==> src/rtl/sdram_rd_collect.sv <==
// ---------------------------------------------------------------------------
// sdram_rd_collect
//
// Read-return collector that sits directly behind the SDRAM I/O block.
// Tagged read words are staged into a single assembly buffer. Each complete
// BURST-word burst is committed into one of four line registers, indexed by
// requester ID. Each line is then handed to its requester through a
// valid/ack handshake.
//
// Parameters
//   BURST  words per read burst (>= 2), equal to the SDRAM mode-register BL
//   DW     data word width
//
// Ports
//   clkSDRAM       in   SDRAM-domain clock; all state changes on its rising edge
//   reset          in   asynchronous, active-high reset
//   data_valid_io  in   a read word is present this cycle
//   data_id_io     in   requester ID (0..3) of the word
//   data_io        in   read word
//   line_valid     out  line[i] holds a complete, unacknowledged burst
//   line_data      out  line i at [i*BURST*DW +: BURST*DW]; word k at [k*DW +: DW]
//   line_ack       in   requester i consumes line i
//   err_trunc      out  one-cycle pulse: a partial burst was discarded
//   err_ovf        out  sticky: a burst completed for ID i while line i was occupied
//   err_clr        in   clears err_ovf
//
// Build option
//   SDRAM_RD_OVERWRITE_EN  when defined, an overflowing burst replaces the
//                          unacknowledged line (latest data wins). When
//                          undefined, the overflowing burst is dropped and
//                          the older line is kept. err_ovf is flagged in
//                          both builds.
// ---------------------------------------------------------------------------
module sdram_rd_collect #(
  parameter int BURST = 8,
  parameter int DW    = 16
) (
  input  logic                      clkSDRAM,
  input  logic                      reset,
  input  logic                      data_valid_io,
  input  logic [1:0]                data_id_io,
  input  logic [DW-1:0]             data_io,
  output logic [3:0]                line_valid,
  output logic [4*BURST*DW-1:0]     line_data,
  input  logic [3:0]                line_ack,
  output logic                      err_trunc,
  output logic [3:0]                err_ovf,
  input  logic                      err_clr
);

  localparam int            CW   = $clog2(BURST);
  localparam int            LW   = BURST * DW;
  localparam logic [CW-1:0] LAST = CW'(BURST - 1);

  // Staging state: words 0..BURST-2 of the burst being assembled
  logic [BURST-2:0][DW-1:0] r_stage;
  logic [CW-1:0]            r_cnt;
  logic [1:0]               r_cur_id;

  // Line registers and flags; these drive the outputs directly
  logic [3:0]               r_line_valid;
  logic [3:0][LW-1:0]       r_line_data;
  logic                     r_err_trunc;
  logic [3:0]               r_err_ovf;

  // Next-state values
  logic [BURST-2:0][DW-1:0] w_stage_n;
  logic [CW-1:0]            w_cnt_n;
  logic [1:0]               w_cur_id_n;
  logic [3:0]               w_line_valid_n;
  logic [3:0][LW-1:0]       w_line_data_n;
  logic [3:0]               w_ovf_set;
  logic [3:0]               w_ovf_n;

  logic                     w_match;
  logic                     w_trunc;
  logic                     w_commit;
  logic [LW-1:0]            w_new_line;

  // An empty stage accepts any ID; otherwise the word must continue the current burst
  assign w_match    = (r_cnt == {CW{1'b0}}) || (data_id_io == r_cur_id);
  assign w_trunc    = data_valid_io && !w_match;
  assign w_commit   = data_valid_io && w_match && (r_cnt == LAST);
  // The final word is not staged; it is spliced in as the top word of the line
  assign w_new_line = {data_io, r_stage};

  // Staging buffer, word counter and current-ID next state
  always_comb begin
    w_stage_n  = r_stage;
    w_cnt_n    = r_cnt;
    w_cur_id_n = r_cur_id;
    if (data_valid_io) begin
      w_cur_id_n = data_id_io;
      if (w_trunc) begin
        // The interrupting word restarts assembly as word 0 of its own burst
        w_stage_n[0] = data_io;
        w_cnt_n      = CW'(1);
      end else if (w_commit) begin
        w_cnt_n = {CW{1'b0}};
      end else begin
        for (int k = 0; k < BURST - 1; k++) begin
          if (r_cnt == CW'(k)) begin
            w_stage_n[k] = data_io;
          end else begin
            w_stage_n[k] = r_stage[k];
          end
        end
        w_cnt_n = r_cnt + CW'(1);
      end
    end else begin
      w_cnt_n = r_cnt;
    end
  end

  // Line registers, handshake and overflow detection next state
  always_comb begin
    w_line_valid_n = r_line_valid;
    w_line_data_n  = r_line_data;
    w_ovf_set      = 4'b0000;
    for (int i = 0; i < 4; i++) begin
      if (w_commit && (data_id_io == 2'(i))) begin
        if (r_line_valid[i] && !line_ack[i]) begin
          w_ovf_set[i] = 1'b1;
`ifdef SDRAM_RD_OVERWRITE_EN
          w_line_data_n[i] = w_new_line;
`else
          w_line_data_n[i] = r_line_data[i];
`endif
        end else begin
          // Free line, or freed by an ack this very cycle
          w_line_data_n[i] = w_new_line;
        end
        w_line_valid_n[i] = 1'b1;
      end else if (line_ack[i] && r_line_valid[i]) begin
        // Data is retained after consumption; only the valid flag drops
        w_line_valid_n[i] = 1'b0;
      end else begin
        w_line_valid_n[i] = r_line_valid[i];
      end
    end
    // A new overflow in the same cycle as err_clr leaves its bit set
    w_ovf_n = (r_err_ovf & ~{4{err_clr}}) | w_ovf_set;
  end

  // State registers
  always_ff @(posedge clkSDRAM or posedge reset) begin
    if (reset) begin
      r_stage      <= '0;
      r_cnt        <= {CW{1'b0}};
      r_cur_id     <= 2'b00;
      r_line_valid <= 4'b0000;
      r_line_data  <= '0;
      r_err_trunc  <= 1'b0;
      r_err_ovf    <= 4'b0000;
    end else begin
      r_stage      <= w_stage_n;
      r_cnt        <= w_cnt_n;
      r_cur_id     <= w_cur_id_n;
      r_line_valid <= w_line_valid_n;
      r_line_data  <= w_line_data_n;
      r_err_trunc  <= w_trunc;
      r_err_ovf    <= w_ovf_n;
    end
  end

  assign line_valid = r_line_valid;
  assign line_data  = r_line_data;
  assign err_trunc  = r_err_trunc;
  assign err_ovf    = r_err_ovf;

endmodule

==> config.mk <==
export PLATFORM = sky130hd
export DESIGN_NAME = sdram_rd_collect
export DESIGN_NICKNAME = d
export VERILOG_FILES = /design/src/rtl/sdram_rd_collect.sv
export SDC_FILE = /design/constraint.sdc
export NUM_CORES = 1
export LEC_CHECK = 0
export ABC_AREA = 1
export BUFFER_PORTS_ARGS = -buffer_cell sky130_fd_sc_hd__buf_2
export CAP_MARGIN = 25
export CELL_PAD_IN_SITES_DETAIL_PLACEMENT = 0
export CELL_PAD_IN_SITES_GLOBAL_PLACEMENT = 1
export CORE_MARGIN = 4
export CORE_UTILIZATION = 42
export DETAILED_ROUTE_END_ITERATION = 16
export PLACE_DENSITY_LB_ADDON = 0.1
export SETUP_SLACK_MARGIN = 0.3
export SLEW_MARGIN = 20
export SYNTH_ARGS = -nofsm -noshare
export SYNTH_HDL_FRONTEND = slang
export SYNTH_SLANG_ARGS = --single-unit
==> constraint.sdc <==
create_clock -name clkSDRAM -period 33.8 [get_ports clkSDRAM]
set_input_delay 10.14 -clock clkSDRAM [delete_from_list [all_inputs] [get_ports clkSDRAM]]
set_output_delay 10.14 -clock clkSDRAM [all_outputs]
set_load 0.005 [all_outputs]
==> reports/results.tsv, run 1 <==
stage	metric	value	unit
logic_synthesis	synthDistinctLibCells	22	
clock_tree	clkSinkCount	638	
critical_path	required	34.43	ns
route	drtAntennaViolNets	0	
route	drt-total-wl	110400	µm
power	leakagePower	17.70	nW
clock_tree	post_cts.repair.setup_buffers	0	
timing	fin_tns_setup	0	ns
critical_path	max_stage_delay	0.80	ns
finish	layout-drive-gt1-share	22.64	%
power	total_power	0.002329	W
timing	slew_headroom	25.46	%
timing	setup_viol	0	
logic_synthesis	ys_ff_latch	638	
critical_path	critPathKind	in -> async	
die	die_area	75150	µm²
die	die_w	274.1	µm
route	wl_met1	46490	µm
placed_design	dp_hpwl	68980	µm
placed_design	routabilityCongestion	0.8370	
route	firstDrtPassIters	6	
finish	fin_util	50.25	%
critical_path	cp.arrival	13.35	ns
power	p_comb_share	17.5	%
logic_synthesis	post-synth-top-area-fraction	53.67	%
timing	grt_setup_unrepaired	false	
die	start_util	42.41	%
global_routing	grt_max_degree	128	
clock_tree	cts_inserted_buffers	72	
finish	final_cells	4707	
timing	fin_skew	0.02038	ns
timing	worst_pin_slew	1.118	ns
logic_synthesis	synthTopCellsByArea	dfrtp_1 (54%), o21bai_1 (9.9%), nand3_1 (8.9%)	
critical_path	endpoint_kind	asynchronous set/reset pin	
logic_synthesis	synthCells	3291	
die	num_rows	97	
critical_path	r2r_start	r_cnt[0]	
power	pwr-share-seq	47.6	%
logic_synthesis	yosys.area.top_type	dfrtp_1	
global_routing	grt_pass1_vias	24530	
finish	nets	3740	
critical_path	crit_path_start_kind	primary input	
clock_tree	cts_tree	yes	
die	fp.coreArea	70150	µm²
clock_tree	post_cts_resized	0	
route	drc	0	
worst_hold_path	min-delay-start	err_ovf[1]	
placed_design	dp_cells	4572	
clock_tree	ctsHoldBuffers	0	
route	top_layer	met5	
route	route.met3.wl	9541	µm
timing	fin_crit_sh	37.64	%
critical_path	slowest_stage	buf_4	
critical_path	critPathLaunch	reset	
clock_tree	h-tree-depth	3	
run	maxCapViolCount	0	
route	wl_met2	50550	µm
global_routing	track_usage	28.91	%
global_routing	globalRouteOverflowTotal	0	
power	peakVddDrop	32.36	µV
route	initialDrtViolationCount	1986	
logic_synthesis	synth_warnings	0	
power	switching_share	31.29	%
logic_synthesis	syn-num-nets	3323	
global_routing	grt_pass1_wl	163700	µm
critical_path	cp_cell_sequence	buf_2 > inv_8 > buf_4 > buf_4 > buf_4	
timing	finalHoldViolations	0	
critical_path	worstPathMaxFanout	127	
die	die_h	274.1	µm
logic_synthesis	syn_area	29750	µm²
clock_tree	worstSkewPairLatency	0.60	ns
route	vias	24640	
route	vias_per_cell	5.235	
power	clkPwrFrac	34.9	%
critical_path	cp_common_cell	buf_4	
logic_synthesis	avgSynthCellArea	9.039	µm²
global_routing	antenna_found_initial	4	
finish	syn_to_final_growth	18.49	%
worst_hold_path	hold_path_class	reg -> reg	
logic_synthesis	synth-seq-area-share	53.67	%
timing	fin_crit	12.72	ns
power	p_switching	0.0007288	W
placed_design	port_buffers	546	
timing	slew_violations	0	
clock_tree	clk_pin_slew_worst_paths	0.07	ns
timing	max_freq	78.61	MHz
outcome	outcome	complete, no violations	
clock_tree	root_buffer	clkbuf_16	
route	detail_route.wl_per_cell	23.45	µm
power	powerDensity	66.07	nW/µm²
clock_tree	clockBufferDepth	3	
die	io_pins	547	
power	p_int	0.001600	W
kinds of logic after synthesis:
kind of cell	count (synthesis)	synth area share [%]
simple gates	1218	18.00
fa+ha+maj	6	0.2524
compound gates	618	16.21
buf+inv	811	11.87
flops	638	53.67
sequential cells by signal, indices dropped and copies added (netlist names):
name and flops:
err_trunc 1, err_ovf 4, r_stage 112, r_cur_id 2, r_cnt 3, line_valid 4, line_data 512
path summary, 6_finish.rpt:
kind	end	slack, ns	depth (start not counted)
min reg2reg	err_ovf[1]	0.55	2
max reg2reg	line_data[421]	30.25	7
min	err_ovf[1]	0.55	2
max	line_data[121]	21.08	5
max in group clkSDRAM	line_data[421]	21.29	11
min in group asynchronous	line_data[327]	9.70	2
layout by cell type (no fill, tap or decap):
cell type	count
buf_12	2
clkbuf_1	12
buf_16	5
clkinv_4	2
nand2_2	3
inv_1	556
o22ai_1	5
dfrtp_1	638
a21oi_1	16
buf_4	38
buf_6	2
bufinv_16	5
nor2_1	21
o21ai_0	85
nand3_1	529
clkinv_8	1
o21bai_2	118
diode_2	3
buf_2	546
clkbuf_8	20
o21bai_1	394
ha_1	6
inv_8	1
inv_6	2
nor2_8	1
nor2_4	8
nand2_4	1
clkbuf_16	74
clkinv_2	14
nand4_4	4
nand3_2	1
nand2_1	644
inv_4	4
nand4_1	6
synthesized netlist by cell type:
cell type / count
nand3_1: 529
a21oi_1: 16
nor2_1: 29
nand2_2: 2
buf_6: 46
nand3_2: 1
clkbuf_1: 108
nor2_8: 1
inv_1: 561
o21bai_2: 118
o21ai_0: 85
nand4_4: 4
ha_1: 6
nand4_1: 6
buf_1: 16
nand2_1: 645
o21bai_1: 394
buf_2: 64
buf_4: 16
o22ai_1: 5
nand2_4: 1
dfrtp_1: 638
per-stage QoR:
step / hold slack (ns) / worst slack (ns) / cell area [µm²]
2_1_floorplan: 0.5051 / 5.788 / 29750
3_3_place_gp: 0.5223 / 20.35 / 32600
3_5_place_dp: 0.5235 / 20.29 / 32740
4_1_cts: 0.5390 / 20.96 / 35180
5_1_grt: 0.5525 / 20.54 / 35240
6_report: 0.5459 / 21.08 / 35250
area by class of cell:
class / instances / area (µm²)
well taps: 940 / 1176
flip-flops and latches: 638 / 15970
inverters: 561 / 2123
multi-input cells: 1842 / 10310
fillers: 6781 / 34900
clock buffers: 106 / 2172
clock inverters: 24 / 271.5
diodes: 3 / 7.507
repair buffers: 593 / 3218
routing by layer:
layer  GRT usage (%)  vias to the layer above
li1                -                    11210
met1           39.12                    12320
met2           45.44                      930
met3           7.482                      176
met4           9.806                        4
met5               0                        -
power by group through the flow:
stage          logic, W  clock network (W)  registers (W)
2_1_floorplan  0.000227                  0        0.00105
4_1_cts        0.000413           0.000827        0.00111
3_3_place_gp   0.000399                  0        0.00111
6_report       0.000407           0.000813        0.00111
3_5_place_dp   0.000410                  0        0.00112
5_1_grt        0.000465           0.000858        0.00112
worst max-delay path: cells and delay by family:
kind	cells	cell delay [ns]
buffers and inverters	5	3.01
(Power assumes the default switching activity.)
==> run 2, diff against run 1 <==
--- a/config.mk
+++ b/config.mk
@@ -5,13 +5,13 @@
 export SDC_FILE = /design/constraint.sdc
 export NUM_CORES = 1
 export LEC_CHECK = 0
-export ABC_AREA = 1
+export ABC_AREA = 0
 export BUFFER_PORTS_ARGS = -buffer_cell sky130_fd_sc_hd__buf_2
 export CAP_MARGIN = 25
 export CELL_PAD_IN_SITES_DETAIL_PLACEMENT = 0
 export CELL_PAD_IN_SITES_GLOBAL_PLACEMENT = 1
 export CORE_MARGIN = 4
-export CORE_UTILIZATION = 42
+export CORE_UTILIZATION = 40
 export DETAILED_ROUTE_END_ITERATION = 16
 export PLACE_DENSITY_LB_ADDON = 0.1
 export SETUP_SLACK_MARGIN = 0.3
==> constraint.sdc (replaced) <==
create_clock -name clkSDRAM -period 10.4 [get_ports clkSDRAM]
set_input_delay 3.12 -clock clkSDRAM [delete_from_list [all_inputs] [get_ports clkSDRAM]]
set_output_delay 3.12 -clock clkSDRAM [all_outputs]
set_load 0.005 [all_outputs]
==> run 2 against run 1 <==
Compared with the run above: largest power group unchanged; flip-flop and latch count unchanged; synthesized area down 19%; critical endpoint is now line_data[474]; global-route usage down 7.3 points; power rose to 2.7 times the previous value; core utilization up 0.11 points; cell area down 16%; first-iteration DRC count down 66%; synthesized cell count down 57%; die area down 15%; hold slack worse by 0.048 ns; setup slack worse by 16 ns; sequential share of layout area up 8.3 points.
==> reports/results.tsv, run 2 <==
stage	metric	value	unit	change
outcome	outcome	complete, no violations		unchanged
finish	fin_util	50.35	%	was 50.25%
logic_synthesis	post-synth-top-area-fraction	66.61	%	was 53.67%
global_routing	track_usage	21.65	%	was 28.91%
finish	nets	1997		was 3740
clock_tree	root_buffer	clkbuf_16		unchanged
die	die_h	252.8	µm	was 274.1 µm
global_routing	grt_pass1_wl	102300	µm	was 163700 µm
global_routing	grt_pass1_vias	14640		was 24.53k
route	drc	0		unchanged
die	io_pins	547		unchanged
logic_synthesis	syn-num-nets	1445		was 3323
placed_design	post_dp_cell_area	27440	µm²	was 32740 µm²
finish	fin_area	29770	µm²	was 35250 µm²
clock_tree	post_cts_resized	0		unchanged
logic_synthesis	yosysMostFrequentCell	dfrtp_1		was nand2_1
logic_synthesis	async_flop_share	100.0	%	unchanged
clock_tree	h-tree-depth	3		unchanged
logic_synthesis	synthCells	1413		was 3291
timing	slew_headroom	32.56	%	was 25.46%
clock_tree	clkSinkCount	638		unchanged
timing	finalHoldViolations	0		unchanged
logic_synthesis	synthFlopType	dfrtp_1		unchanged
finish	final_common_cell	dfrtp_1		was nand2_1
worst_hold_path	hold_path_class	reg -> reg		unchanged
die	die_area	63900	µm²	was 75150 µm²
logic_synthesis	syn_area	23970	µm²	was 29750 µm²
global_routing	grt_max_degree	171		was 128
critical_path	required	10.87	ns	was 34.43 ns
finish	multi_input_area	7582	µm²	was 10310 µm²
critical_path	worstPathMaxFanout	54		was 127
critical_path	crit_path_start_kind	primary input		unchanged
timing	slew_violations	0		unchanged
timing	fin_crit_sh	51.93	%	
clock_tree	cts_inserted_buffers	69		was 72
logic_synthesis	ys_ff_latch	638		unchanged
die	num_rows	89		was 97
die	start_util	40.53	%	was 42.41%
timing	fin_crit	5.401	ns	
timing	setup_viol	0		unchanged
logic_synthesis	synth_enable_flop_cells	0		unchanged
critical_path	cp_cell_sequence	buf_2 > and4_1 > o21ai_0 > nor2b_4 > buf_4 > mux2_2		was buf_2 > inv_8 > buf_4 > buf_4 > buf_4
critical_path	max_stage_delay	0.82	ns	was 0.80 ns
clock_tree	clk_pin_slew_worst_paths	0.05	ns	was 0.07 ns
route	firstDrtPassIters	4		was 6
critical_path	critPathKind	in -> reg		was in -> async
power	clkPwrFrac	38.8	%	was 34.9%
critical_path	endpoint_kind	register		was asynchronous set/reset pin
route	initialDrtViolationCount	683		was 1986
run	maxCapViolCount	0		unchanged
global_routing	antenna_found_initial	9		was 4
timing	max_freq	185.2	MHz	
timing	fin_tns_setup	0	ns	unchanged
clock_tree	ctsHoldBuffers	0		unchanged
power	peakVddDrop	145.6	µV	was 32.36 µV
timing	worst_pin_slew	1.012	ns	was 1.118 ns
route	drt-total-wl	70250	µm	was 110400 µm
clock_tree	post_cts.repair.setup_buffers	0		unchanged
route	vias	14070		was 24.64k
die	fp.coreArea	59130	µm²	was 70150 µm²
power	p_comb_share	11.7	%	was 17.5%
finish	syn_to_final_growth	24.23	%	was 18.49%
clock_tree	clockBufferDepth	3		unchanged
placed_design	routabilityCongestion	0.7877		was 0.8370
power	leakagePower	16.58	nW	was 17.70 nW
clock_tree	cts_tree	yes		unchanged
logic_synthesis	avgSynthCellArea	16.96	µm²	was 9.039 µm²
timing	fin_skew	0.01338	ns	was 0.02038 ns
clock_tree	worstSkewPairLatency	0.60	ns	about the same
power	pwr-share-seq	49.5	%	was 47.6%
logic_synthesis	synth_warnings	0		unchanged
finish	final_cell_mix	dfrtp_1 (638), mux2_2 (616), buf_2 (546), clkbuf_16 (72), clkbuf_8 (19)		was nand2_1 (644), dfrtp_1 (638), inv_1 (556), buf_2 (546), nand3_1 (529)
power	p_switching	0.001648	W	was 0.0007288 W
power	switching_share	25.82	%	was 31.29%
logic_synthesis	yosys.area.top_type	dfrtp_1		unchanged
route	detail_route.wl_per_cell	25.15	µm	was 23.45 µm
power	powerDensity	214.4	nW/µm²	was 66.07 nW/µm²
logic_synthesis	synthTopCellsByArea	dfrtp_1 (67%), mux2_2 (29%), buf_2 (1.0%)		was dfrtp_1 (54%), o21bai_1 (9.9%), nand3_1 (8.9%)
power	p_int	0.004735	W	was 0.001600 W
critical_path	cp.arrival	5.87	ns	was 13.35 ns
global_routing	globalRouteOverflowTotal	0		unchanged
logic_synthesis	synthDistinctLibCells	29		was 22
placed_design	dp_hpwl	46970	µm	was 68980 µm
finish	seqCellArea	15970	µm²	unchanged
logic_synthesis	synth_commonest_cells	dfrtp_1 (638), mux2_2 (616), buf_2 (50), clkbuf_1 (19), buf_4 (12)		was nand2_1 (645), dfrtp_1 (638), inv_1 (561), nand3_1 (529), o21bai_1 (394)
power	total_power	0.006383	W	was 0.002329 W
die	die_w	252.8	µm	was 274.1 µm
finish	layout-drive-gt1-share	65.01	%	was 22.64%
timing	worst_slack	4.999	ns	was 21.08 ns
route	vias_per_cell	5.039		was 5.235
route	drtAntennaViolNets	0		unchanged
timing	grt_setup_unrepaired	false		unchanged
placed_design	dpl_worst_slack	4.377	ns	was 20.29 ns
finish	num-fill-cells	5121		was 6781
placed_design	port_buffers	546		unchanged
finish	largest_reg_flops	512		unchanged
logic_synthesis	synth-seq-area-share	66.61	%	was 53.67%
critical_path	slowest_stage	nor2b_4		was buf_4
==> run 2: final cells by class <==
| cell class | count | share of cell area (%) |
|---|---|---|
| well taps | 773 | 3.248 |
| clock buffers | 106 | 7.119 |
| repair buffers | 564 | 9.715 |
| inverters | 8 | 0.1135 |
| multi-input cells | 684 | 25.47 |
| clock inverters | 15 | 0.6766 |
| diodes | 5 | 0.04202 |
| flip-flops and latches | 638 | 53.62 |
==> run 2: metrics by stage <==
step / hold WS (ns) / instances
after CTS: 0.5005 / 2788
after global placement: 0.4839 / 2667
after floorplan: 0.5025 / 1413
after detailed placement: 0.4874 / 2667
final: 0.4979 / 2793
after global routing: 0.5047 / 2789
==> run 2: cells by family after synthesis <==
logic type,share of synthesized area [%]
buffers and inverters,1.952
muxes,29.57
AOI/OAI and AO/OA,0.4542
DFF,66.61
and+or+nand+nor,0.9606
xor gates and xnor gates,0.1357
adders and majority gates,0.3132
==> run 2: path summary, 6_finish.rpt <==
check	startpoint	to	slack (ns)	cells after the start
setup reg to reg	r_cnt[0]	line_data[474]	6.65	7
min in group asynchronous	reset	line_data[149]	2.67	2
hold / removal	line_data[69]	line_data[69]	0.50	1
max in group asynchronous	reset	line_data[203]	5.71	4
hold reg to reg	line_data[69]	line_data[69]	0.50	1
setup / recovery	data_valid_io	line_data[474]	5.00	6
==> run 2: layer usage <==
layer,up-vias,GRT usage [%],wire length [µm]
li1,6110,-,-
met1,7435,27.23,28200
met2,419,36.17,34600
met3,107,6.019,5168
met4,2,7.817,2265
met5,-,0,13
==> run 2: power by group through the flow <==
| stage | registers (W) | logic, W | clock network (W) |
|---|---|---|---|
| after global placement | 0.00319 | 0.000748 | 0 |
| after detailed placement | 0.00320 | 0.000763 | 0 |
| final | 0.00316 | 0.000747 | 0.00248 |
| after global routing | 0.00321 | 0.000813 | 0.00266 |
| after CTS | 0.00316 | 0.000765 | 0.00255 |
| after floorplan | 0.00309 | 0.000439 | 0 |
==> run 2: worst max-delay path: cells and delay by family <==
kind | cells | cell delay [ns]
simple gates | 2 | 1.03
buf+inv | 2 | 0.98
mux | 1 | 0.42
compound gates | 1 | 0.19
